`config.mk`:
```
export PLATFORM = sky130hd
export DESIGN_NAME = lcd_pixel_prefetch
export DESIGN_NICKNAME = d
export VERILOG_FILES = /design/src/rtl/lcd_pkg.sv /design/src/rtl/lcd_pixel_fifo.sv /design/src/rtl/lcd_pixel_prefetch.sv
export SDC_FILE = /design/constraint.sdc
export NUM_CORES = 1
export LEC_CHECK = 0
export ABC_AREA = 1
export CAP_MARGIN = 20
export CORE_MARGIN = 10
export CORE_UTILIZATION = 55
export CTS_CLUSTER_DIAMETER = 30
export DETAILED_ROUTE_END_ITERATION = 10
export GPL_TIMING_DRIVEN = 0
export PLACE_DENSITY = 0.75
export SLEW_MARGIN = 0
export SYNTH_ARGS = -nofsm -noshare
export SYNTH_HDL_FRONTEND = slang
export SYNTH_SLANG_ARGS = --single-unit
export TNS_END_PERCENT = 1
```
`constraint.sdc`:
```
create_clock -name clk -period 6.6 [get_ports clk]
set_clock_uncertainty 0.2 [all_clocks]
set_input_delay 1.32 -clock clk [delete_from_list [all_inputs] [get_ports clk]]
set_output_delay 1.32 -clock clk [all_outputs]
set_load 0.02 [all_outputs]
```
`src/rtl/lcd_pkg.sv`:
```
// Shared constants for the LCD pixel prefetch path: default panel geometry,
// colour width and a constant-evaluable ceil(log2) used to size counters.
package lcd_pkg;

    localparam int LCD_X_SIZE     = 240;
    localparam int LCD_Y_SIZE     = 240;
    localparam int LCD_COLOR_BITS = 16;

    function automatic int clog2(input int value);
        int r;
        r = 0;
        while ((1 << r) < value) begin
            r = r + 1;
        end
        return r;
    endfunction

endpackage

```
`src/rtl/lcd_pixel_fifo.sv`:
```
// Small synchronous FIFO with a combinational head; the caller guarantees it
// never pushes when full nor pops when empty.
module lcd_pixel_fifo
    import lcd_pkg::*;
#(
    parameter int WIDTH = LCD_COLOR_BITS,
    parameter int DEPTH = 8,
    localparam int AW   = clog2(DEPTH),
    localparam int CW   = AW + 1
) (
    input  logic             clk,
    input  logic             resetn,
    input  logic             push,
    input  logic             pop,
    input  logic [WIDTH-1:0] din,
    output logic [WIDTH-1:0] dout,
    output logic [CW-1:0]    count,
    output logic             empty,
    output logic             full
);

    logic [WIDTH-1:0] mem_q [DEPTH];
    logic [AW-1:0]    wr_ptr_q, wr_ptr_d;
    logic [AW-1:0]    rd_ptr_q, rd_ptr_d;
    logic [CW-1:0]    count_q, count_d;

    always_comb begin
        wr_ptr_d = wr_ptr_q + AW'(push);
        rd_ptr_d = rd_ptr_q + AW'(pop);
        count_d  = count_q + CW'(push) - CW'(pop);
    end

    always_ff @(posedge clk or negedge resetn) begin
        if (!resetn) begin
            wr_ptr_q <= '0;
            rd_ptr_q <= '0;
            count_q  <= '0;
        end else begin
            wr_ptr_q <= wr_ptr_d;
            rd_ptr_q <= rd_ptr_d;
            count_q  <= count_d;
        end
    end

    // Storage needs no reset: the counters alone decide which entries are live.
    always_ff @(posedge clk) begin
        if (push) begin
            mem_q[wr_ptr_q] <= din;
        end
    end

    assign dout  = mem_q[rd_ptr_q];
    assign count = count_q;
    assign empty = (count_q == '0);
    assign full  = (count_q == CW'(DEPTH));

endmodule

```
`src/rtl/lcd_pixel_prefetch.sv`:
```
// Raster-order pixel prefetcher between a pipelined colour source and the LCD
// driver. Build with LCD_PREFETCH_UNDERRUN_EN to get the sticky underrun flag.
module lcd_pixel_prefetch
    import lcd_pkg::*;
#(
    parameter int C_x_size      = LCD_X_SIZE,
    parameter int C_y_size      = LCD_Y_SIZE,
    parameter int C_color_bits  = LCD_COLOR_BITS,
    parameter int C_fifo_depth  = 8,
    parameter int C_src_latency = 2
) (
    input  logic                    clk,
    input  logic                    resetn,
    output logic [7:0]              src_x,
    output logic [7:0]              src_y,
    input  logic [C_color_bits-1:0] src_color,
    input  logic                    lcd_next_pixel,
    output logic [C_color_bits-1:0] lcd_color,
    output logic                    underrun
);

    localparam int CW = clog2(C_fifo_depth) + 1;

    logic [7:0]               src_x_q, src_x_d;
    logic [7:0]               src_y_q, src_y_d;
    logic [C_src_latency-1:0] valid_q, valid_d;
    logic [C_color_bits-1:0]  lcd_color_q, lcd_color_d;

    logic [CW-1:0]            fifo_count;
    logic [CW-1:0]            inflight_count;
    logic [CW:0]              credit_sum;
    logic                     fifo_empty, fifo_full;
    logic                     fifo_push, fifo_pop;
    logic [C_color_bits-1:0]  fifo_head;
    logic                     issue;

    // A request is only issued when a FIFO slot is reserved for its colour.
    always_comb begin
        inflight_count = '0;
        for (int i = 0; i < C_src_latency; i++) begin
            inflight_count = inflight_count + CW'(valid_q[i]);
        end
        credit_sum = {1'b0, fifo_count} + {1'b0, inflight_count};
        issue      = (credit_sum < (CW+1)'(C_fifo_depth));
    end

    always_comb begin
        src_x_d = src_x_q;
        src_y_d = src_y_q;
        if (issue) begin
            if (src_x_q == 8'(C_x_size - 1)) begin
                src_x_d = '0;
                src_y_d = (src_y_q == 8'(C_y_size - 1)) ? 8'd0 : src_y_q + 8'd1;
            end else begin
                src_x_d = src_x_q + 8'd1;
            end
        end
    end

    always_comb begin
        valid_d    = '0;
        valid_d[0] = issue;
        for (int i = 1; i < C_src_latency; i++) begin
            valid_d[i] = valid_q[i-1];
        end
    end

    assign fifo_push   = valid_q[C_src_latency-1] && !fifo_full;
    assign fifo_pop    = lcd_next_pixel && !fifo_empty;
    assign lcd_color_d = fifo_pop ? fifo_head : lcd_color_q;

    always_ff @(posedge clk or negedge resetn) begin
        if (!resetn) begin
            src_x_q     <= '0;
            src_y_q     <= '0;
            valid_q     <= '0;
            lcd_color_q <= '0;
        end else begin
            src_x_q     <= src_x_d;
            src_y_q     <= src_y_d;
            valid_q     <= valid_d;
            lcd_color_q <= lcd_color_d;
        end
    end

    lcd_pixel_fifo #(
        .WIDTH (C_color_bits),
        .DEPTH (C_fifo_depth)
    ) u_fifo (
        .clk    (clk),
        .resetn (resetn),
        .push   (fifo_push),
        .pop    (fifo_pop),
        .din    (src_color),
        .dout   (fifo_head),
        .count  (fifo_count),
        .empty  (fifo_empty),
        .full   (fifo_full)
    );

`ifdef LCD_PREFETCH_UNDERRUN_EN
    logic underrun_q, underrun_d;

    assign underrun_d = underrun_q | (lcd_next_pixel & fifo_empty);

    always_ff @(posedge clk or negedge resetn) begin
        if (!resetn) begin
            underrun_q <= 1'b0;
        end else begin
            underrun_q <= underrun_d;
        end
    end

    assign underrun = underrun_q;
`else
    assign underrun = 1'b0;
`endif

    assign src_x     = src_x_q;
    assign src_y     = src_y_q;
    assign lcd_color = lcd_color_q;

endmodule

```
# == Yosys cells after proc, flatten, opt, wreduce, memory -nomap -nowiden ==
# Memory sizes are Yosys's and may differ from the RTL's. A register that Yosys moved wholly into a read port is not among the register bits.
# Cells that the tools add are included.
# totals
reg_bits,28
output_inout_bits,33
n_memories,1
word_cells,30
ramBits,128
# classes
eq_ne,3
n_lt_le_gt_ge,1
n_mux,4
add_sub_neg,8
n_reduce_logical,7
# memory_table
name,words,width,rd,rd_clocked_by_memory_dff,wr,line,source
u_fifo.mem_q,8,16,1,1,1,lcd_pixel_fifo.sv:22,logic [WIDTH-1:0] mem_q [DEPTH];
# op_table
operator,count
"8-bit by 1-bit adder with 8-bit output, second input constant",2
"8-bit == test, second input constant",2
8-bit two-way mux,2
3-bit by 1-bit adder with 3-bit output,2
4-bit by 2-bit adder with 5-bit output,1
"5-bit by 4-bit < comparator with 1-bit output, second input constant",1
4-bit by 1-bit adder with 4-bit output,1
"4-bit == test, second input constant",1
4-bit zero test,1
4-bit by 1-bit subtractor with 4-bit output,1
1-bit zero test,3
1-bit by 1-bit adder with 2-bit output,1
1-bit logical AND,2
1-bit two-way mux,2
2-bit AND reduction,1

# == Depth between registers and ports, before layout ==
# Gate-level depths: netlist (run 1).
# depth
ltp_word,5
depth_mapped,12
ltp_nobuf,10

# == Hierarchy ==
# From an unflattened synthesis (run 1), not the netlist that was laid out.
# unflattened
cells_unflattened,820
hier_area_um2,7835.0
# by_module_without_submodules
mod,seq_area_each_um2,instances,cells_per_inst,area_each_um2
lcd_pixel_fifo,4093.9,1,608,6154.7
lcd_pixel_prefetch,850.8,1,212,1680.4

# == Worst setup path after synthesis (run 1) ==
# Ideal clock, no wire load.
# synth_path
kind,input port to flip-flop
start,input lcd_next_pixel
end,"register u_fifo.count_q[2], in the netlist u_fifo.count[2]"
slack_ps,3522
cell_stages,9
required_time_ps,6277
arrival_time_ps,2756
cell_sequence,and2_1 > buf_6 > buf_2 > ha_1 > inv_1 > ha_1 > inv_1 > fa_1 > xnor2_1
# synth_between
elab_chain_len,2
# synth_rtl
element,line,source
from (decl),lcd_pixel_prefetch.sv:17,"input logic lcd_next_pixel,"
1-bit logical AND,lcd_pixel_prefetch.sv:69,assign fifo_pop = lcd_next_pixel && !fifo_empty;
net fifo_pop,lcd_pixel_prefetch.sv:33,"logic fifo_push, fifo_pop;"
4-bit by 1-bit subtractor with 4-bit output,lcd_pixel_fifo.sv:30,count_d = count_q + CW'(push) - CW'(pop);
net u_fifo.count_d[2],lcd_pixel_fifo.sv:25,"logic [CW-1:0] count_q, count_d;"
to (signal assigned),lcd_pixel_fifo.sv:41,count_q <= count_d;
to (decl),lcd_pixel_fifo.sv:25,
# The timed path passes the listed nets, and every way through them passes these cells.
# A chain may end at the register's enable or synchronous reset.

# == Final worst setup path (run 1) ==
# Same ends and word-level chain as after synthesis.

==> results of run 1 <==
## cell usage after synthesis, types with 4 or more instances
library cell  count
nand3_1          61
dfrtp_1          44
inv_1            26
o21ai_0          34
nand2_1         164
nor2_1          121
a21oi_1           4
buf_2            10
buf_6             8
ha_1             15
o21ai_1          21
buf_4             5
xor2_1            4
clkbuf_1          5
edfxtp_1        128
xnor2_1           4
## cell type report
cell class,instances,area (um^2)
Buffer,28,196.4
Clock buffer,21,450.4
Clock inverter,11,120.1
Fill cell,958,4332
Inverter,30,120.1
Multi-Input combinational cell,445,2105
Sequential cell,172,4945
Tap cell,176,220.2
Timing Repair Buffer,59,649.4
## power by group through the flow
stage / clock network (mW) / registers (mW) / logic (mW)
after floorplan: 0 / 1.63 / 0.893
after CTS: 0.959 / 1.55 / 1.56
final: 0.951 / 1.55 / 1.57
after detailed placement: 0 / 1.57 / 1.55
after global placement: 0 / 1.56 / 1.44
after global routing: 1.01 / 1.57 / 1.72
## registers in the layout (all words and copies together), names as in the netlist
register and count:
u_fifo.wr_ptr_q 3, u_fifo.rd_ptr_q 3, u_fifo.mem_q 128, src_y 8, src_x 8, lcd_color 16, u_fifo.count 4, valid_q 2
## worst paths after layout
| check | startpoint | slack, ns | end | cells past startpoint |
|---|---|---|---|---|
| min in group asynchronous | resetn | 0.56 | lcd_color[8]$_DFFE_PN0P_ | 1 |
| worst max-delay path | lcd_next_pixel | 3.23 | u_fifo.count[2]$_DFF_PN0_ | 10 |
| worst min-delay path | valid_q[0]$_DFF_PN0_ | 0.21 | valid_q[1]$_DFF_PN0_ | 0 |
| worst min register to register | valid_q[0]$_DFF_PN0_ | 0.21 | valid_q[1]$_DFF_PN0_ | 0 |
| worst max register to register | u_fifo.count[3]$_DFF_PN0_ | 3.81 | u_fifo.count[2]$_DFF_PN0_ | 12 |
| max in group asynchronous | resetn | 5.15 | src_x[1]$_DFFE_PN0P_ | 2 |
## layer usage
| metal | vias up | part of all wire [%] |
|---|---|---|
| met5 | - | 0 |
| met4 | 0 | 2.6 |
| met3 | 36 | 9.1 |
| met2 | 268 | 48 |
| met1 | 2475 | 40 |
| li1 | 2426 | - |
## worst max-delay path: stages
cell and delay [ns]:
clkdlybuf4s50_1 0.47, and2_1 0.14, buf_6 0.16, buf_2 0.31, ha_1 0.29, inv_1 0.05
ha_1 0.16, inv_1 0.06, fa_1 0.37, xnor2_1 0.18
## kinds of logic after synthesis
group,count (synthesis),share of synthesized area [%]
flops,172,67.31
simple gates,358,20.24
other cells,1,0.05105
fa+ha+maj,16,2.827
buf+inv,58,4.310
xor+xnor,8,0.9537
compound gates,62,4.309
## per-stage QoR
step	power, mW	instances	hold slack, ns
after floorplan	2.519	675	0.1597
after global placement	2.998	901	0.1864
after detailed placement	3.117	910	0.1895
after CTS	4.068	942	0.2138
after global routing	4.298	942	0.2161
final	4.064	942	0.2080
## placed cells by master, fill, tap and decap left out, types with 4 or more instances in the layout
cell type and n:
buf_4 5, clkdlybuf4s50_1 49, dfrtp_1 44, clkbuf_1 8, clkbuf_16 17, buf_2 11
nor2_1 113, o21ai_0 34, nand3_1 61, xnor2_1 4, a21oi_1 4, edfxtp_1 128
ha_1 15, inv_1 26, xor2_1 4, buf_6 11, nor2_2 9, o21ai_1 21
nand2_1 164
==> flow_metrics.env, run 1 <==
export IMPL_outcome="finished clean"
export IMPL_clkPwrFrac_pct=23.4
export IMPL_hold_class="register to register"
export IMPL_synth_edff_count=128
export IMPL_syn_area_per_cell_um2=10.88
export IMPL_drtIter0Drc=523
export IMPL_crit_arrival_ns=3.51
export IMPL_syn_inst=675
export IMPL_fin_util_pct=67.03
export IMPL_path_class="primary input to register"
export IMPL_period_minus_slack_ns=3.365
export IMPL_place_congestion=0.8285
export IMPL_ios=52
export IMPL_power_density_nw_per_um2=461.5
export IMPL_clk_pin_slew_ns=0.06
export IMPL_cts_root_buf="clkbuf_16"
export IMPL_io_buffers=50
export IMPL_wl_per_cell_um=18.10
export IMPL_cp_required_ns=6.74
export IMPL_final_area_um2=8806
export IMPL_ctsResizeCount=0
export IMPL_ys_ff_latch=172
export IMPL_p_int_mw=2.555
export IMPL_crit_path_start_kind="primary input"
export IMPL_vias=5205
export IMPL_dieHeight_um=135.6
export IMPL_place_hpwl_um=11510
export IMPL_track_usage_pct=19.23
export IMPL_die_w_um=135.6
export IMPL_grt_max_degree=38
export IMPL_drc_errors=0
export IMPL_antenna_left=0
export IMPL_fmax_mhz=297.1
export IMPL_final_setup_viol_count=0
export IMPL_ys_types=32
export IMPL_grt_pass1_vias=5112
export IMPL_drive_above_1_share_pct=10.70
export IMPL_firstDrtPassIters=5
export IMPL_grt_use_met2_pct=31.02
export IMPL_area_growth_pct=19.88
export IMPL_p_switching_mw=1.509
export IMPL_synth_top_area_share_pct=52.32
export IMPL_ys_async_sr_fraction_pct=25.58
export IMPL_grt_pass1_wl_um=27150
export IMPL_fp_coreArea_um2=13140
export IMPL_yosys_warnings=0
export IMPL_dieArea_um2=18380
export IMPL_antenna_cells=0
export IMPL_placed_area_um2=8235
export IMPL_fin_setup_tns_ns=0
export IMPL_maxCapViolCount=0
export IMPL_clockBufferDepth=2
export IMPL_place_ws_ns=2.815
export IMPL_numCtsBuffers=17
export IMPL_grt_overflow_total=0
export IMPL_initial_core_util_pct=55.91
export IMPL_p_comb_share_pct=38.5
export IMPL_worst_slew_pin_slew_ns=0.6387
export IMPL_hold_viol_final=0
export IMPL_worstPathMaxFanout=11
export IMPL_wl_um=17050
export IMPL_nNetsFinal=788
export IMPL_fp_row_count=42
export IMPL_p_leak_nw=3.526
export IMPL_p_sw_share_pct=37.14
export IMPL_synth_area_leaders="edfxtp_1, dfrtp_1, nand2_1, nor2_1, nand3_1"
export IMPL_fin_crit_sh_pct=50.99
export IMPL_grtUsageMet3_pct=4.711
export IMPL_pwr_share_seq_pct=38.1
export IMPL_met1_usage_pct=24.04
export IMPL_synth_top_flop_cell="edfxtp_1"
export IMPL_rsz0062_at_grt="no"
export IMPL_clock_latency_ns=0.42
export IMPL_htree_levels=4
export IMPL_vdd_drop_max_uv=235.7
export IMPL_end_kind="register"
export IMPL_final_setup_worst_slack_ns=3.235
export IMPL_drv_slew=0
export IMPL_cts_num_sinks=172
export IMPL_ys_seq_area_share_pct=67.31
export IMPL_cts_setup_buffers=0
export IMPL_top_usage_layer="met2"
export IMPL_syn_nets=710
export IMPL_antenna_found_initial=0
export IMPL_cts_tree="built"
export IMPL_ctsHoldBuffers=0
export IMPL_routed_via_density=5.525
export IMPL_synth_top_area_cell="edfxtp_1"
export IMPL_syn_area_um2=7346
export IMPL_slew_headroom_pct=57.42
Note: power is estimated with default switching activity, not from simulation.
==> run 2: changes to the inputs <==
- CORE_UTILIZATION: 55 -> 53
- PLACE_DENSITY: 0.75 -> 0.76
- clock period: 6.6 -> 2.7 ns (I/O delays scaled with it)
==> run 2 against run 1 <==
Effect of this change: non-clock buffer count unchanged; via count up 1.4%; final cell count unchanged; hold slack worse by 0.0074 ns; sequential power up 150%; critical path depth down 4; die area up 3.2%; highest routed layer unchanged.
==> flow_metrics.env, run 2 (synthesis gave the netlist of run 1 again) <==
export IMPL_grt_pass1_wl_um=28410
export IMPL_drv_slew=0
export IMPL_io_buffers=50
export IMPL_numCtsBuffers=17
export IMPL_firstDrtPassIters=5
export IMPL_fin_crit_sh_pct=95.36
export IMPL_vias=5277
export IMPL_cts_setup_buffers=0
export IMPL_wl_um=18050
export IMPL_grt_pass1_vias=5361
export IMPL_power_density_nw_per_um2=1169
export IMPL_track_usage_pct=19.79
export IMPL_final_setup_viol_count=0
export IMPL_area_growth_pct=20.92
export IMPL_fin_setup_tns_ns=0
export IMPL_clock_latency_ns=0.43
export IMPL_htree_levels=4
export IMPL_final_common_cell="nand2_1"
export IMPL_layout_common_cells="nand2_1, edfxtp_1, nor2_1"
export IMPL_cts_root_buf="clkbuf_16"
export IMPL_cts_tree="built"
export IMPL_worstPathMaxFanout=9
export IMPL_hold_class="register to register"
export IMPL_die_w_um=137.7
export IMPL_cts_num_sinks=172
export IMPL_vdd_drop_max_uv=533.7
export IMPL_routed_via_density=5.602
export IMPL_dieArea_um2=18970
export IMPL_crit_path_start_kind="register"
export IMPL_crit_arrival_ns=2.51
export IMPL_worst_slew_pin_slew_ns=0.6473
export IMPL_antenna_cells=0
export IMPL_dieHeight_um=137.7
export IMPL_largest_reg_flops=128
export IMPL_place_hpwl_um=11780
export IMPL_outcome="finished clean"
export IMPL_placed_area_um2=8210
export IMPL_end_kind="register"
export IMPL_final_area_um2=8882
export IMPL_grt_overflow_total=0
export IMPL_antenna_found_initial=0
export IMPL_maxCapViolCount=0
export IMPL_clk_pin_slew_ns=0.06
export IMPL_fp_coreArea_um2=13400
export IMPL_p_leak_nw=3.556
export IMPL_initial_core_util_pct=54.82
export IMPL_antenna_left=0
export IMPL_nFillCells=956
export IMPL_fmax_mhz=388.4
export IMPL_nNetsFinal=788
export IMPL_fp_row_count=42
export IMPL_drive_above_1_share_pct=10.31
export IMPL_wl_per_cell_um=19.16
export IMPL_regMostFlops="u_fifo.mem_q"
export IMPL_hold_viol_final=0
export IMPL_drc_errors=0
export IMPL_cp_required_ns=2.64
export IMPL_rsz0062_at_grt="yes"
export IMPL_grt_max_degree=38
export IMPL_clockBufferDepth=2
export IMPL_slew_headroom_pct=56.80
export IMPL_period_minus_slack_ns=2.575
export IMPL_drtIter0Drc=625
export IMPL_place_congestion=0.8106
export IMPL_ios=52
export IMPL_path_class="register to register"
## run 2: final cells by class
| class | instances | area [um^2] | area share [%] |
|---|---|---|---|
| sequential | 172 | 4945 | 55.67 |
| multi-input combinational | 445 | 2115 | 23.81 |
| timing repair buffer | 60 | 634.4 | 7.142 |
| clock buffer | 19 | 432.9 | 4.874 |
| clock inverter | 13 | 220.2 | 2.479 |
| tap | 176 | 220.2 | 2.479 |
| buffer | 27 | 195.2 | 2.197 |
| inverter | 30 | 120.1 | 1.352 |
## run 2: path summary, 6_finish.rpt
path,from,end,slack [ns],cells after the start
setup / recovery,u_fifo.count[2]$_DFF_PN0_,u_fifo.mem_q[5][1]$_DFFE_PP_,0.13,6
hold / removal,valid_q[0]$_DFF_PN0_,valid_q[1]$_DFF_PN0_,0.20,0
setup reg to reg,u_fifo.count[2]$_DFF_PN0_,u_fifo.mem_q[5][1]$_DFFE_PP_,0.13,6
hold reg to reg,valid_q[0]$_DFF_PN0_,valid_q[1]$_DFF_PN0_,0.20,0
max in group asynchronous,resetn,lcd_color[4]$_DFFE_PN0P_,1.52,3
min in group asynchronous,resetn,lcd_color[9]$_DFFE_PN0P_,0.29,2
## run 2: power by group
group	leakage (nW)	internal (mW)	switching (mW)	total, mW
logic	1.53	1.34	2.53	3.87
clock network	0.312	1.73	0.994	2.72
registers	1.71	3.51	0.290	3.80
## run 2: critical path, stage by stage, from the launching register on
cell and delay, ns:
dfrtp_1 0.37, inv_1 0.09, ha_1 0.20, a31oi_1 0.33, nand2_1 0.28, nor2_2 0.57, buf_6 0.25
## run 2: layer usage
| layer | GRT usage [%] | up-vias | wire length (um) |
|---|---|---|---|
| li1 | - | 2430 | - |
| met1 | 23.53 | 2530 | 6826 |
| met3 | 4.880 | 46 | 1624 |
| met4 | 7.590 | 0 | 466 |
| met2 | 33.93 | 271 | 9133 |
| met5 | 0 | - | 0 |
## run 2: metrics by stage
stage	total power, mW	std cells	worst slack, ns	hold WS, ns	utilization (%)
after CTS	10.33	942	0.1353	0.2051	66.18
final	10.38	942	0.1253	0.2006	66.28
after detailed placement	7.600	910	-0.2880	0.1721	61.27
after global placement	7.323	901	-0.5073	0.1841	60.20
after global routing	10.94	942	-0.02691	0.2150	66.28
after floorplan	6.157	675	0.2499	0.04441	-
## run 2: repair_timing
| item | CTS | global route |
|---|---|---|
| setup endpoints to repair | 2 | 16 |
| endpoints found under the hold margin | 7 | 0 |
| resized for setup | 0 | 3 |
| hold buffers | 1 | 0 |
